File: src/rtl/dma_seq_pkg.sv
// Shared definitions for the DMA burst sequencer: CSR map, CTRL/STATUS bit
// positions, FSM state encoding and the burst-length helper.
package dma_seq_pkg;

    localparam logic [7:0] ADDR_LAYER  = 8'h50;
    localparam logic [7:0] ADDR_CTRL   = 8'h51;
    localparam logic [7:0] ADDR_COUNT  = 8'h52;
    localparam logic [7:0] ADDR_STATUS = 8'h53;
    localparam logic [7:0] ADDR_BURST  = 8'h54;

    localparam int CTRL_START_BIT  = 0;
    localparam int CTRL_ABORT_BIT  = 1;
    localparam int CTRL_IRQ_EN_BIT = 2;

    localparam int STAT_BUSY_BIT = 0;
    localparam int STAT_DONE_BIT = 1;
    localparam int STAT_ERR_BIT  = 2;
    localparam int STAT_REM_LSB  = 16;

    typedef enum logic [1:0] {
        S_IDLE  = 2'd0,
        S_ISSUE = 2'd1,
        S_WAIT  = 2'd2,
        S_DRAIN = 2'd3
    } seq_state_t;

    // Length of the next burst: the smaller of beats left and the burst cap.
    function automatic logic [7:0] burst_min(input logic [15:0] rem,
                                             input logic [7:0]  max_len);
        if (rem < {8'h00, max_len}) return rem[7:0];
        else                        return max_len;
    endfunction

endpackage

File: src/rtl/dma_burst_seq.sv
// DMA burst sequencer: splits a COUNT-beat transfer into bursts of at most
// BURST beats, handshakes each with the engine and reports DONE/ERR.
// Optional feature macro: DMA_SEQ_IRQ_EN (level interrupt and CTRL.IRQ_EN).
module dma_burst_seq
    import dma_seq_pkg::*;
#(
    parameter int CSR_ADDR_WIDTH = 8,
    parameter int CSR_DATA_WIDTH = 32
) (
    input  logic                      clk,
    input  logic                      rst_n,
    input  logic [CSR_ADDR_WIDTH-1:0] csr_addr,
    input  logic                      csr_wen,
    input  logic                      csr_ren,
    input  logic [CSR_DATA_WIDTH-1:0] csr_wdata,
    output logic [CSR_DATA_WIDTH-1:0] csr_rdata,
    output logic                      burst_valid,
    input  logic                      burst_ready,
    output logic [7:0]                burst_layer,
    output logic [15:0]               burst_offset,
    output logic [7:0]                burst_len,
    input  logic                      burst_done,
    output logic                      irq
);

    seq_state_t  r_state;
    logic [7:0]  r_layer;
    logic [15:0] r_count;
    logic [7:0]  r_burst;
    logic        r_done;
    logic        r_err;
    logic [15:0] r_remaining;
    logic [15:0] r_offset;
    logic        r_bvalid;
    logic [7:0]  r_blayer;
    logic [15:0] r_boff;
    logic [7:0]  r_blen;

    logic        w_busy;
    logic        w_sel_layer, w_sel_ctrl, w_sel_count, w_sel_status, w_sel_burst;
    logic        w_start, w_abort, w_start_ok;
    logic        w_w1c_done, w_w1c_err;
    logic        w_set_done, w_set_err, w_clr_status;
    logic [15:0] w_new_rem, w_new_off;
    logic        w_irq_en;
    logic [31:0] w_rdata32;
    logic        w_unused;

    assign w_busy       = (r_state != S_IDLE);
    assign w_sel_layer  = (csr_addr == CSR_ADDR_WIDTH'(ADDR_LAYER));
    assign w_sel_ctrl   = (csr_addr == CSR_ADDR_WIDTH'(ADDR_CTRL));
    assign w_sel_count  = (csr_addr == CSR_ADDR_WIDTH'(ADDR_COUNT));
    assign w_sel_status = (csr_addr == CSR_ADDR_WIDTH'(ADDR_STATUS));
    assign w_sel_burst  = (csr_addr == CSR_ADDR_WIDTH'(ADDR_BURST));

    // ABORT in the same write as START suppresses the START.
    assign w_abort    = csr_wen & w_sel_ctrl & csr_wdata[CTRL_ABORT_BIT];
    assign w_start    = csr_wen & w_sel_ctrl & csr_wdata[CTRL_START_BIT] & ~w_abort;
    assign w_start_ok = w_start & (r_count != '0) & (r_burst != '0);
    assign w_w1c_done = csr_wen & w_sel_status & csr_wdata[STAT_DONE_BIT];
    assign w_w1c_err  = csr_wen & w_sel_status & csr_wdata[STAT_ERR_BIT];

    assign w_new_rem = r_remaining - {8'h00, r_blen};
    assign w_new_off = r_offset + {8'h00, r_blen};

    // csr_ren is informational only; upper write-data bits have no home.
    assign w_unused = ^{csr_ren, csr_wdata};

    // Status-bit events raised by the sequencer this cycle.
    always_comb begin
        w_set_done   = 1'b0;
        w_set_err    = 1'b0;
        w_clr_status = 1'b0;
        case (r_state)
            S_IDLE: begin
                if (w_start && !w_start_ok) w_set_err    = 1'b1;
                if (w_start_ok)             w_clr_status = 1'b1;
            end
            S_ISSUE: begin
                if (w_abort && !burst_ready) w_set_err = 1'b1;
            end
            S_WAIT: begin
                if (burst_done) begin
                    if (w_new_rem == '0) w_set_done = 1'b1;
                    else if (w_abort)    w_set_err  = 1'b1;
                end
            end
            S_DRAIN: begin
                if (burst_done) w_set_err = 1'b1;
            end
            default: ;
        endcase
    end

    // Configuration registers; LAYER/COUNT/BURST are frozen while busy.
    always_ff @(posedge clk or negedge rst_n) begin
        if (!rst_n) begin
            r_layer <= '0;
            r_count <= '0;
            r_burst <= '0;
        end else if (csr_wen && !w_busy) begin
            if (w_sel_layer) r_layer <= csr_wdata[7:0];
            if (w_sel_count) r_count <= csr_wdata[15:0];
            if (w_sel_burst) r_burst <= csr_wdata[7:0];
        end
    end

    // DONE/ERR sticky flags; a set from the sequencer beats a same-cycle W1C.
    always_ff @(posedge clk or negedge rst_n) begin
        if (!rst_n) begin
            r_done <= 1'b0;
            r_err  <= 1'b0;
        end else begin
            if (w_set_done)                    r_done <= 1'b1;
            else if (w_clr_status || w_w1c_done) r_done <= 1'b0;
            if (w_set_err)                     r_err  <= 1'b1;
            else if (w_clr_status || w_w1c_err)  r_err  <= 1'b0;
        end
    end

    // Burst sequencer FSM with registered request outputs.
    always_ff @(posedge clk or negedge rst_n) begin
        if (!rst_n) begin
            r_state     <= S_IDLE;
            r_remaining <= '0;
            r_offset    <= '0;
            r_bvalid    <= 1'b0;
            r_blayer    <= '0;
            r_boff      <= '0;
            r_blen      <= '0;
        end else begin
            case (r_state)
                S_IDLE: begin
                    if (w_start_ok) begin
                        r_state     <= S_ISSUE;
                        r_remaining <= r_count;
                        r_offset    <= '0;
                        r_bvalid    <= 1'b1;
                        r_blayer    <= r_layer;
                        r_boff      <= '0;
                        r_blen      <= burst_min(r_count, r_burst);
                    end
                end
                S_ISSUE: begin
                    // An accepted request must still see its burst_done, so a
                    // handshake coinciding with ABORT drains instead of dropping.
                    if (burst_ready) begin
                        r_bvalid <= 1'b0;
                        r_state  <= w_abort ? S_DRAIN : S_WAIT;
                    end else if (w_abort) begin
                        r_state  <= S_IDLE;
                        r_bvalid <= 1'b0;
                        r_blayer <= '0;
                        r_boff   <= '0;
                        r_blen   <= '0;
                    end
                end
                S_WAIT: begin
                    if (burst_done) begin
                        r_remaining <= w_new_rem;
                        r_offset    <= w_new_off;
                        if (w_new_rem == '0 || w_abort) begin
                            r_state  <= S_IDLE;
                            r_blayer <= '0;
                            r_boff   <= '0;
                            r_blen   <= '0;
                        end else begin
                            r_state  <= S_ISSUE;
                            r_bvalid <= 1'b1;
                            r_boff   <= w_new_off;
                            r_blen   <= burst_min(w_new_rem, r_burst);
                        end
                    end else if (w_abort) begin
                        r_state <= S_DRAIN;
                    end
                end
                S_DRAIN: begin
                    if (burst_done) begin
                        r_remaining <= w_new_rem;
                        r_offset    <= w_new_off;
                        r_state     <= S_IDLE;
                        r_blayer    <= '0;
                        r_boff      <= '0;
                        r_blen      <= '0;
                    end
                end
                default: r_state <= S_IDLE;
            endcase
        end
    end

`ifdef DMA_SEQ_IRQ_EN
    logic r_irq_en;

    // Interrupt enable, writable at any time.
    always_ff @(posedge clk or negedge rst_n) begin
        if (!rst_n)                    r_irq_en <= 1'b0;
        else if (csr_wen && w_sel_ctrl) r_irq_en <= csr_wdata[CTRL_IRQ_EN_BIT];
    end

    assign w_irq_en = r_irq_en;
    assign irq      = r_irq_en & (r_done | r_err);
`else
    assign w_irq_en = 1'b0;
    assign irq      = 1'b0;
`endif

    // Combinational CSR read mux; unmapped addresses read zero.
    always_comb begin
        w_rdata32 = '0;
        if (w_sel_layer) begin
            w_rdata32[7:0] = r_layer;
        end else if (w_sel_ctrl) begin
            w_rdata32[CTRL_IRQ_EN_BIT] = w_irq_en;
        end else if (w_sel_count) begin
            w_rdata32[15:0] = r_count;
        end else if (w_sel_status) begin
            w_rdata32[STAT_BUSY_BIT]         = w_busy;
            w_rdata32[STAT_DONE_BIT]         = r_done;
            w_rdata32[STAT_ERR_BIT]          = r_err;
            w_rdata32[STAT_REM_LSB +: 16]    = r_remaining;
        end else if (w_sel_burst) begin
            w_rdata32[7:0] = r_burst;
        end
    end

    assign csr_rdata    = CSR_DATA_WIDTH'(w_rdata32);
    assign burst_valid  = r_bvalid;
    assign burst_layer  = r_blayer;
    assign burst_offset = r_boff;
    assign burst_len    = r_blen;

endmodule

File: config.mk
export PLATFORM = sky130hd
export DESIGN_NAME = dma_burst_seq
export DESIGN_NICKNAME = d
export VERILOG_FILES = /design/src/rtl/dma_seq_pkg.sv /design/src/rtl/dma_burst_seq.sv
export SDC_FILE = /design/constraint.sdc
export NUM_CORES = 1
export LEC_CHECK = 0
export ABC_AREA = 0
export BUFFER_PORTS_ARGS = -buffer_cell sky130_fd_sc_hd__buf_2
export CAP_MARGIN = 15
export CORE_ASPECT_RATIO = 1.1
export CORE_UTILIZATION = 55
export CTS_CLUSTER_DIAMETER = 120
export DETAILED_ROUTE_END_ITERATION = 10
export PLACE_DENSITY = 0.88
export SLEW_MARGIN = 30
export SYNTH_ARGS = -nofsm -noshare
export SYNTH_HDL_FRONTEND = slang
export SYNTH_SLANG_ARGS = --single-unit
File: constraint.sdc
create_clock -name clk -period 3.6 [get_ports clk]
set_input_delay 0.72 -clock clk [delete_from_list [all_inputs] [get_ports clk]]
set_output_delay 0.72 -clock clk [all_outputs]
set_load 0.1 [all_outputs]
==> reports/metrics.csv, run 1 <==
metric;value;unit
post_synth.cell_area_avg;9.20;um^2
post-route-util;71.7;%
first_global_vias;5961;
post-synth-top-area-cell;dfrtp_1;
synth_flop_cell;dfrtp_1;
clk_pin_slew;80;ps
worst_setup_path_end_kind;register;
fmaxAchievable;278;MHz
critPathSlowestCell;or4_4;
num_vias;5931;
layout_setup_ws;-0.946;ps
max_slew_margin;47.4;%
ctsLongestPathBuffers;2;
design.die.area;11800;um^2
clock_power_share;14.3;%
finalSetupViolCount;1;
final_design_area_no_fill;7900;um^2
holdCritPathClass;input pin to async pin;
clk_root_buffer_cell;clkbuf_16;
synthTopCellsByArea;dfrtp_1, ha_1, mux2_2;
synth_seq_area_share;40.3;%
critical_path_peak_fanout;8;
yosysWarnings;0;
ir_drop;565;uV
min_period_over_period;100;%
cts_inserted_buffers;9;
report.final.hold_viol_count;0;
seqPwrFrac;24.9;%
max_cap_violations;0;
worstPathBufferInverterCount;4;
clock_sinks;101;
maxSlewViolCount;0;
failing_checks;negative setup slack;
io-pin-count;112;
core-area;11000;um^2
detailedRoute.firstPassIterationCount;7;
ys_async_sr_fraction;100;%
power_leakage;3.73;nW
synthToLayoutAreaGrowth;25.8;%
design.final.nets;860;
power.combinational.fraction;60.8;%
start_util;57.0;%
grt_overflow_total;0;
gp_congestion;0.914;
antenna_violations_before_repair;0;
grt.total_usage;30.0;%
vias_per_cell;6.36;
die_w;104;um
postSynthNetCount;761;
cp_top_family;simple AND/OR/NAND/NOR gates;
cts_max_level;3;
worst_slew_pin_slew;784;ps
wire_per_inst;19.0;um
combined_area_of_all_synthesized_cells;6280;um^2
antenna_cells_inserted;0;
fin_skew;10.4;ps
cts-hold-fix-buffers;0;
final_layout_size_suffix_gt1_share;26.5;%
port_buffers;93;
synth.top_cell.area_share;40.3;%
internal_power;3.25;mW
postPlaceCellArea;7470;um^2
synthesis.instances;682;
iteration_0_drc_markers;552;
netSwitchingFraction;51.4;%
crit_path_cell_trace;inv_2 > ha_4 > inv_2 > fa_2 > buf_4 > xor2_2 > or3_1 > or3_1 > or4_1 > or4_4 > a31oi_4 > buf_12 > o22ai_2;
setup.worst_path.start_class;register;
cp_slowest_stage_delay;570;ps
ant_nets;0;
synth.ff_latch_count;101;
totalWireLength;17700;um
rows;40;
die_height;114;um
post-route-min-period;3600;ps
clock_insertion_delay_worst_skew;350;ps
switchingPower;3.44;mW
hpwlAfterDp;12800;um
netlist-cell-type-count;63;
grt_pass1_wl;28500;um
tritoncts;done;
crit_arrival;3810;ps
remaining_drc_errors;0;
worst-endpoint-required;3810;ps
outcome;finished with violations;
grt_max_degree;48;
critPathKind;register to register;
power.density_cell_area;846;nW/um^2
number_of_synthesized_flops_with_an_enable_pin;0;
grt_setup_unrepaired;true;
worst paths after layout:
kind	startpoint	end	slack, ps	depth (start not counted)
worst max-delay path	r_remaining[0]	burst_layer[7]	-0.9	13
worst max register to register	r_remaining[0]	burst_layer[7]	-0.9	13
max in group asynchronous	rst_n	r_offset[0]	2420	2
worst min-delay path	rst_n	r_offset[4]	370	1
min in group clk	burst_offset[2]	burst_offset[2]	480	2
worst min register to register	burst_offset[2]	burst_offset[2]	480	2
placed cells by master (no fill, tap or decap), types with 21 or more instances in the layout:
cell and n:
ha_1 30, buf_2 61, a21oi_1 25, dfrtp_1 96
nand3_1 21, inv_1 38, nand2_1 74, buf_4 27
mux2_2 33, nor2_1 23, o21ai_0 58, buf_12 32
through the flow:
stage	setup WS [ps]	std cells	power (mW)	setup TNS, ps	hold WS (ps)
6_report	-0.946	933	6.68	-0.946	365
5_1_grt	-97.3	933	7.05	-1170	412
4_1_cts	6.58	929	6.35	0	392
3_5_place_dp	-116	913	5.29	-937	464
3_3_place_gp	8.42	913	5.13	0	453
2_1_floorplan	-9.30	682	4.40	-27.9	424
layer usage:
| layer | part of all wire (%) | vias to the layer above | GRT usage (%) | wire length (um) |
|---|---|---|---|---|
| li1 | - | 2665 | - | - |
| met5 | 0 | - | 0 | 0 |
| met2 | 49 | 326 | 51.6 | 8730 |
| met3 | 7.0 | 62 | 4.46 | 1240 |
| met1 | 40 | 2878 | 36.8 | 7030 |
| met4 | 3.9 | 0 | 16.1 | 682 |
sequential cells by signal, indices dropped and copies added, names as in the netlist:
name / count
r_remaining: 16
r_err: 1
r_burst: 8
burst_valid: 1
r_state: 2
r_layer: 8
r_offset: 16
burst_len: 8
burst_offset: 16
r_done: 1
burst_layer: 8
r_count: 16
cell families after synthesis:
kind of cell	Yosys count	share of synthesized area [%]
adders and majority gates	33	6.82
muxes	50	8.63
other	1	0.0598
xor gates and xnor gates	18	2.51
AOI/OAI and AO/OA	192	19.6
DFF	101	40.3
buffers and inverters	72	4.59
and+or+nand+nor	215	17.6
Yosys cell counts (4+ instances only):
cell type    n
nand3_1     21
a21oi_1     26
or2_2        4
o31ai_1     18
dfrtp_1    101
a211oi_1     4
and3_1       8
xnor2_1      8
nor3_1      13
mux2_2      33
mux2i_1     17
a222oi_1     5
o21ai_0     71
o21a_1       5
xor2_1      10
ha_1        31
buf_2        5
nor2b_1      4
nor4_1      12
o22ai_1      8
nand2b_1     5
nand2_1     74
nor2_1      25
a22oi_1     14
clkbuf_1    24
a21o_1       9
or3_1        5
nor3b_1      4
inv_1       40
o21ai_1      5
and2_1      25
layout make-up:
type / count / area (um^2)
clock buffers: 9 / 225
clock inverters: 7 / 66.3
fillers: 760 / 3110
inverters: 40 / 150
multi-input cells: 509 / 3580
flip-flops and latches: 101 / 2540
well taps: 147 / 184
repair buffers: 120 / 1150
power by group through the flow:
stage	sequential [mW]	clock, mW	combinational (mW)
finish	1.66	0.955	4.06
global route	1.69	1.00	4.36
CTS	1.65	0.962	3.74
detailed placement	1.67	0	3.62
global placement	1.65	0	3.49
floorplan	2.17	0	2.23
what timing repair did:
item	in CTS	in global routing
setup endpoints to repair	23	34
setup buffers	0	4
resized for setup	6	24
pin swaps	4	13
No activity file was read; power rests on OpenSTA's default activity.
==> run 2: changes to the inputs <==
- CAP_MARGIN: 15 -> default
- PLACE_DENSITY: 0.88 -> 0.77
==> run 2 against run 1 <==
Clock power increased by 3.4%. Sequential cell count is the same. Utilization increased by 0.50 points. The run still ends with negative setup slack left.
==> reports/metrics.csv, run 2 (synthesis gave the netlist of run 1 again) <==
metric;value;unit
ir_drop;789;uV
grt_pass1_wl;28300;um
post-route-util;72.2;%
power_leakage;3.74;nW
worstReg2RegStart;r_remaining[0];
layout_setup_ws;-69.5;ps
core-area;11000;um^2
post-route-min-period;3670;ps
rows;40;
wl_met1;7090;um
cts_inserted_buffers;9;
die_height;114;um
io-pin-count;112;
critical_path_peak_fanout;8;
fmaxAchievable;273;MHz
power.density_cell_area;859;nW/um^2
antenna_violations_before_repair;0;
antenna_cells_inserted;0;
failing_checks;negative setup slack;
detailedRoute.firstPassIterationCount;7;
worst-endpoint-required;3810;ps
num_vias;5828;
die_w;104;um
gp_congestion;0.876;
worst_slew_pin_slew;760;ps
internal_power;3.37;mW
clock_insertion_delay_worst_skew;350;ps
grt_setup_unrepaired;true;
crit_arrival;3870;ps
clk_pin_slew;70;ps
wire_per_inst;18.4;um
routed_length_on_met2;8490;um
ant_nets;0;
critPathKind;register to register;
switchingPower;3.46;mW
finalNonFillerCells;935;
outcome;finished with violations;
highest_layer;met4;
finalSetupViolCount;1;
sequential_cell_area;2540;um^2
multi_input_comb_area;3600;um^2
totalWireLength;17200;um
holdCritPathClass;input pin to async pin;
power.combinational.fraction;61.5;%
vias_per_cell;6.23;
max_cap_violations;0;
route.met3.wl;1050;um
grt_max_degree;53;
cts_max_level;3;
clk_root_buffer_cell;clkbuf_16;
netSwitchingFraction;50.7;%
worstReg2RegEnd;burst_len[1];
fillers;826;
place_ws;-137;ps
design.die.area;11800;um^2
first_global_vias;5719;
grt_overflow_total;0;
clock_power_share;14.5;%
maxSlewViolCount;0;
r2r_setup_slack;-70;ps
min_period_over_period;102;%
synthToLayoutAreaGrowth;26.7;%
grt.total_usage;29.9;%
setup.worst_path.start_class;register;
worst_setup_path_end_kind;register;
iteration_0_drc_markers;425;
hpwlAfterDp;12400;um
remaining_drc_errors;0;
timing.reg2reg.worst_path_depth;16;
final_layout_size_suffix_gt1_share;26.6;%
start_util;57.0;%
power;6.83;mW
port_buffers;93;
post-place-cells;914;
clock_sinks;101;
max_slew_margin;48.8;%
ctsLongestPathBuffers;2;
design.final.nets;862;
final_common_cell;dfrtp_1;
fin_skew;9.75;ps
report.final.hold_viol_count;0;
tritoncts;done;
seqPwrFrac;24.0;%
most-common-layout-cells;dfrtp_1, nand2_1, buf_2, o21ai_0, inv_1;
[run 2: repair_timing]
action / in CTS / in global routing
gates resized for setup: 21 / 12
pin swaps: 7 / 9
hold buffers: 0 / 0
buffers inserted: 2 / 3
setup endpoints to repair: 35 / 36
[run 2: worst max path at each step]
stage | depth (start not counted) | startpoint | endpoint | slack (ps)
finish | 16 | r_remaining[0] | burst_len[1] | -70
global route | 16 | r_remaining[0] | burst_len[1] | -170
CTS | 13 | r_remaining[0] | burst_layer[7] | 20
detailed placement | 16 | r_remaining[0] | burst_len[1] | -140
global placement | 12 | r_remaining[0] | burst_offset[13] | 30
floorplan | 6 | csr_addr[5] | csr_rdata[0] | -9
[run 2: power groups by stage]
| stage | combinational (mW) | clock [mW] | sequential (mW) |
|---|---|---|---|
| floorplan | 2.23 | 0 | 2.17 |
| global placement | 3.52 | 0 | 1.63 |
| detailed placement | 3.65 | 0 | 1.64 |
| CTS | 3.95 | 0.994 | 1.63 |
| global route | 4.50 | 1.04 | 1.67 |
| finish | 4.20 | 0.987 | 1.64 |
[run 2: critical path, cell delays in order, from the launching register on]
cell and delay [ps]:
dfrtp_1 380, inv_2 70, ha_4 120, inv_2 30
fa_2 360, a211o_1 330, buf_4 150, a2111o_1 440
o311ai_4 140, ha_1 310, o21ai_1 120, a21oi_1 60
nor2_2 160, nor4b_4 250, buf_6 200, mux2i_1 280
o21ai_1 120
[run 2: cell type report]
type                       count  area share, %
multi-input combinational    509           45.3
clock inverter                 6          0.897
clock buffer                  10           2.88
tap                          147           2.31
timing repair buffer         122           14.8
sequential                   101           31.9
inverter                      40           1.89
[run 2: layer usage]
metal / vias up / GRT usage (%)
li1: 2663 / -
met1: 2832 / 37.1
met2: 284 / 52.7
met3: 49 / 3.94
met4: 0 / 12.6
met5: - / 0
[run 2: per-stage QoR]
stage                     setup TNS, ps  hold slack, ps  cell area, um^2
after global routing               -724             459             7950
after CTS                             0             438             7890
after global placement                0             455             7490
after detailed placement          -2430             462             7490
final                             -69.5             400             7950
after floorplan                   -27.9             424             6300
==> run 3: changes to the inputs <==
- CORE_UTILIZATION: 55 -> 51
- GPL_TIMING_DRIVEN: default -> 0
- PLACE_DENSITY: 0.77 -> 0.75
- clock period: 3.6 -> 3.3 ns (I/O delays scaled with it)
==> run 3 against run 2 <==
The flow still finishes with violations (negative setup slack). Non-clock buffer count rose by 21. Sequential cell count is the same. Sequential power grew 6%. Utilization shrank 7.1 points. Highest routed layer unchanged. Clock power up 12%. Total power up 10%. Critical endpoint is now burst_len[0]. Clock-buffer cell count down 1. Critical path type unchanged. Hold slack worse by 220 ps.
==> reports/metrics.csv, run 3 (synthesis gave the netlist of run 1 again) <==
metric;value;unit
critical_path_peak_fanout;8;
design.final.nets;883;
holdCritPathClass;input pin to async pin;
min_period_over_period;110;%
crit_arrival;3850;ps
timing.reg2reg.worst_path_depth;15;
die_w;108;um
detailedRoute.firstPassIterationCount;5;
place_ws;-759;ps
grt_overflow_total;0;
multi_input_comb_area;3780;um^2
antenna_cells_inserted;0;
setup.worst_path.start_class;register;
design.die.area;12800;um^2
fmaxAchievable;276;MHz
io-pin-count;112;
num_vias;5832;
worst_slew_pin_slew;901;ps
worstReg2RegStart;r_remaining[0];
rows;42;
max_cap_violations;0;
grt_setup_unrepaired;true;
first_global_vias;6011;
hold_slack;179;ps
worst_setup_path_end_kind;register;
r2r_setup_slack;-320;ps
clk_root_buffer_cell;clkbuf_16;
cts_max_level;3;
failing_checks;negative setup slack;
iteration_0_drc_markers;409;
final_layout_size_suffix_gt1_share;29.9;%
gp_congestion;0.883;
core-area;12000;um^2
synthToLayoutAreaGrowth;24.8;%
power.density_cell_area;961;nW/um^2
clk_pin_slew;70;ps
grt_max_degree;69;
sequential_cell_area;2540;um^2
clock_insertion_delay_worst_skew;360;ps
worst-endpoint-required;3540;ps
cts_inserted_buffers;9;
ant_nets;0;
final_common_cell;dfrtp_1;
finalSetupViolCount;36;
most-common-layout-cells;dfrtp_1, buf_2, nand2_1, o21ai_0;
ctsLongestPathBuffers;2;
start_util;52.2;%
startpoint;r_remaining[0];
critPathKind;register to register;
maxSlewViolCount;0;
outcome;finished with violations;
report.final.hold_viol_count;0;
die_height;118;um
tritoncts;done;
fillers;967;
ir_drop;580;uV
grt.total_usage;29.8;%
port_buffers;93;
fin_skew;12.7;ps
totalWireLength;18300;um
clock_sinks;101;
sum_of_negative_setup_slack;-9420;ps
remaining_drc_errors;0;
vias_per_cell;6.06;
power_leakage;3.72;nW
grt_pass1_wl;29500;um
max_slew_margin;39.5;%
worstReg2RegEnd;burst_len[0];
wire_per_inst;19.0;um
antenna_violations_before_repair;0;
hpwlAfterDp;13200;um
layout_setup_ws;-319;ps
post-route-min-period;3620;ps
[run 3: area by class of cell]
class | instances | share of cell area, %
buffer | 31 | 1.92
clock buffer | 9 | 2.87
clock inverter | 7 | 1.01
tap | 154 | 2.46
inverter | 40 | 1.92
multi-input combinational | 509 | 48.2
sequential | 101 | 32.4
timing repair buffer | 112 | 9.17
[run 3: per-stage QoR]
| step | utilization (%) | power, mW | instances | instance area [um^2] |
|---|---|---|---|---|
| after floorplan | - | 4.82 | 682 | 6340 |
| after global placement | 58.2 | 5.63 | 929 | 7000 |
| after detailed placement | 58.6 | 5.79 | 930 | 7060 |
| after CTS | 64.3 | 7.18 | 959 | 7730 |
| after global routing | 65.1 | 7.96 | 963 | 7840 |
| final | 65.1 | 7.53 | 963 | 7840 |
[run 3: worst max path at each step]
| stage | endpoint | depth (start not counted) |
|---|---|---|
| 6_report | burst_len[0] | 15 |
| 5_1_grt | burst_len[0] | 16 |
| 4_1_cts | burst_len[0] | 16 |
| 3_5_place_dp | burst_len[0] | 16 |
| 3_3_place_gp | csr_rdata[2] | 8 |
| 2_1_floorplan | burst_layer[7] | 12 |
[run 3: routing by layer]
layer | GRT usage [%] | vias to the layer above | part of all wire, %
li1 | - | 2715 | -
met1 | 36.6 | 2840 | 41
met2 | 50.0 | 221 | 49
met3 | 3.86 | 56 | 5.2
met4 | 16.8 | 0 | 4.6
met5 | 0 | - | 0
[run 3: timing repair]
item                       in CTS  in global routing
pin swaps                      26                  9
cloned                          2                  0
resized for setup              80                 20
hold buffers                    0                  0
setup endpoints to repair      58                 70
buffers inserted               12                  4
[run 3: where the power goes]
part | total (mW) | internal (mW) | switching, mW
combinational | 4.68 | 1.57 | 3.12
clock | 1.11 | 0.598 | 0.509
sequential | 1.74 | 1.50 | 0.244
total | 7.53 | 3.66 | 3.87
[run 3: critical path, stage by stage (launching register included)]
cell and delay (ps):
dfrtp_1 380, inv_2 80, ha_4 130, inv_2 30, fa_2 360, a211o_4 380
a2111o_1 430, o311ai_4 170, ha_1 320, o21ai_1 160, a21oi_2 50, nor2_2 190
nor4b_4 270, buf_6 200, mux2i_2 240, o21ai_1 90
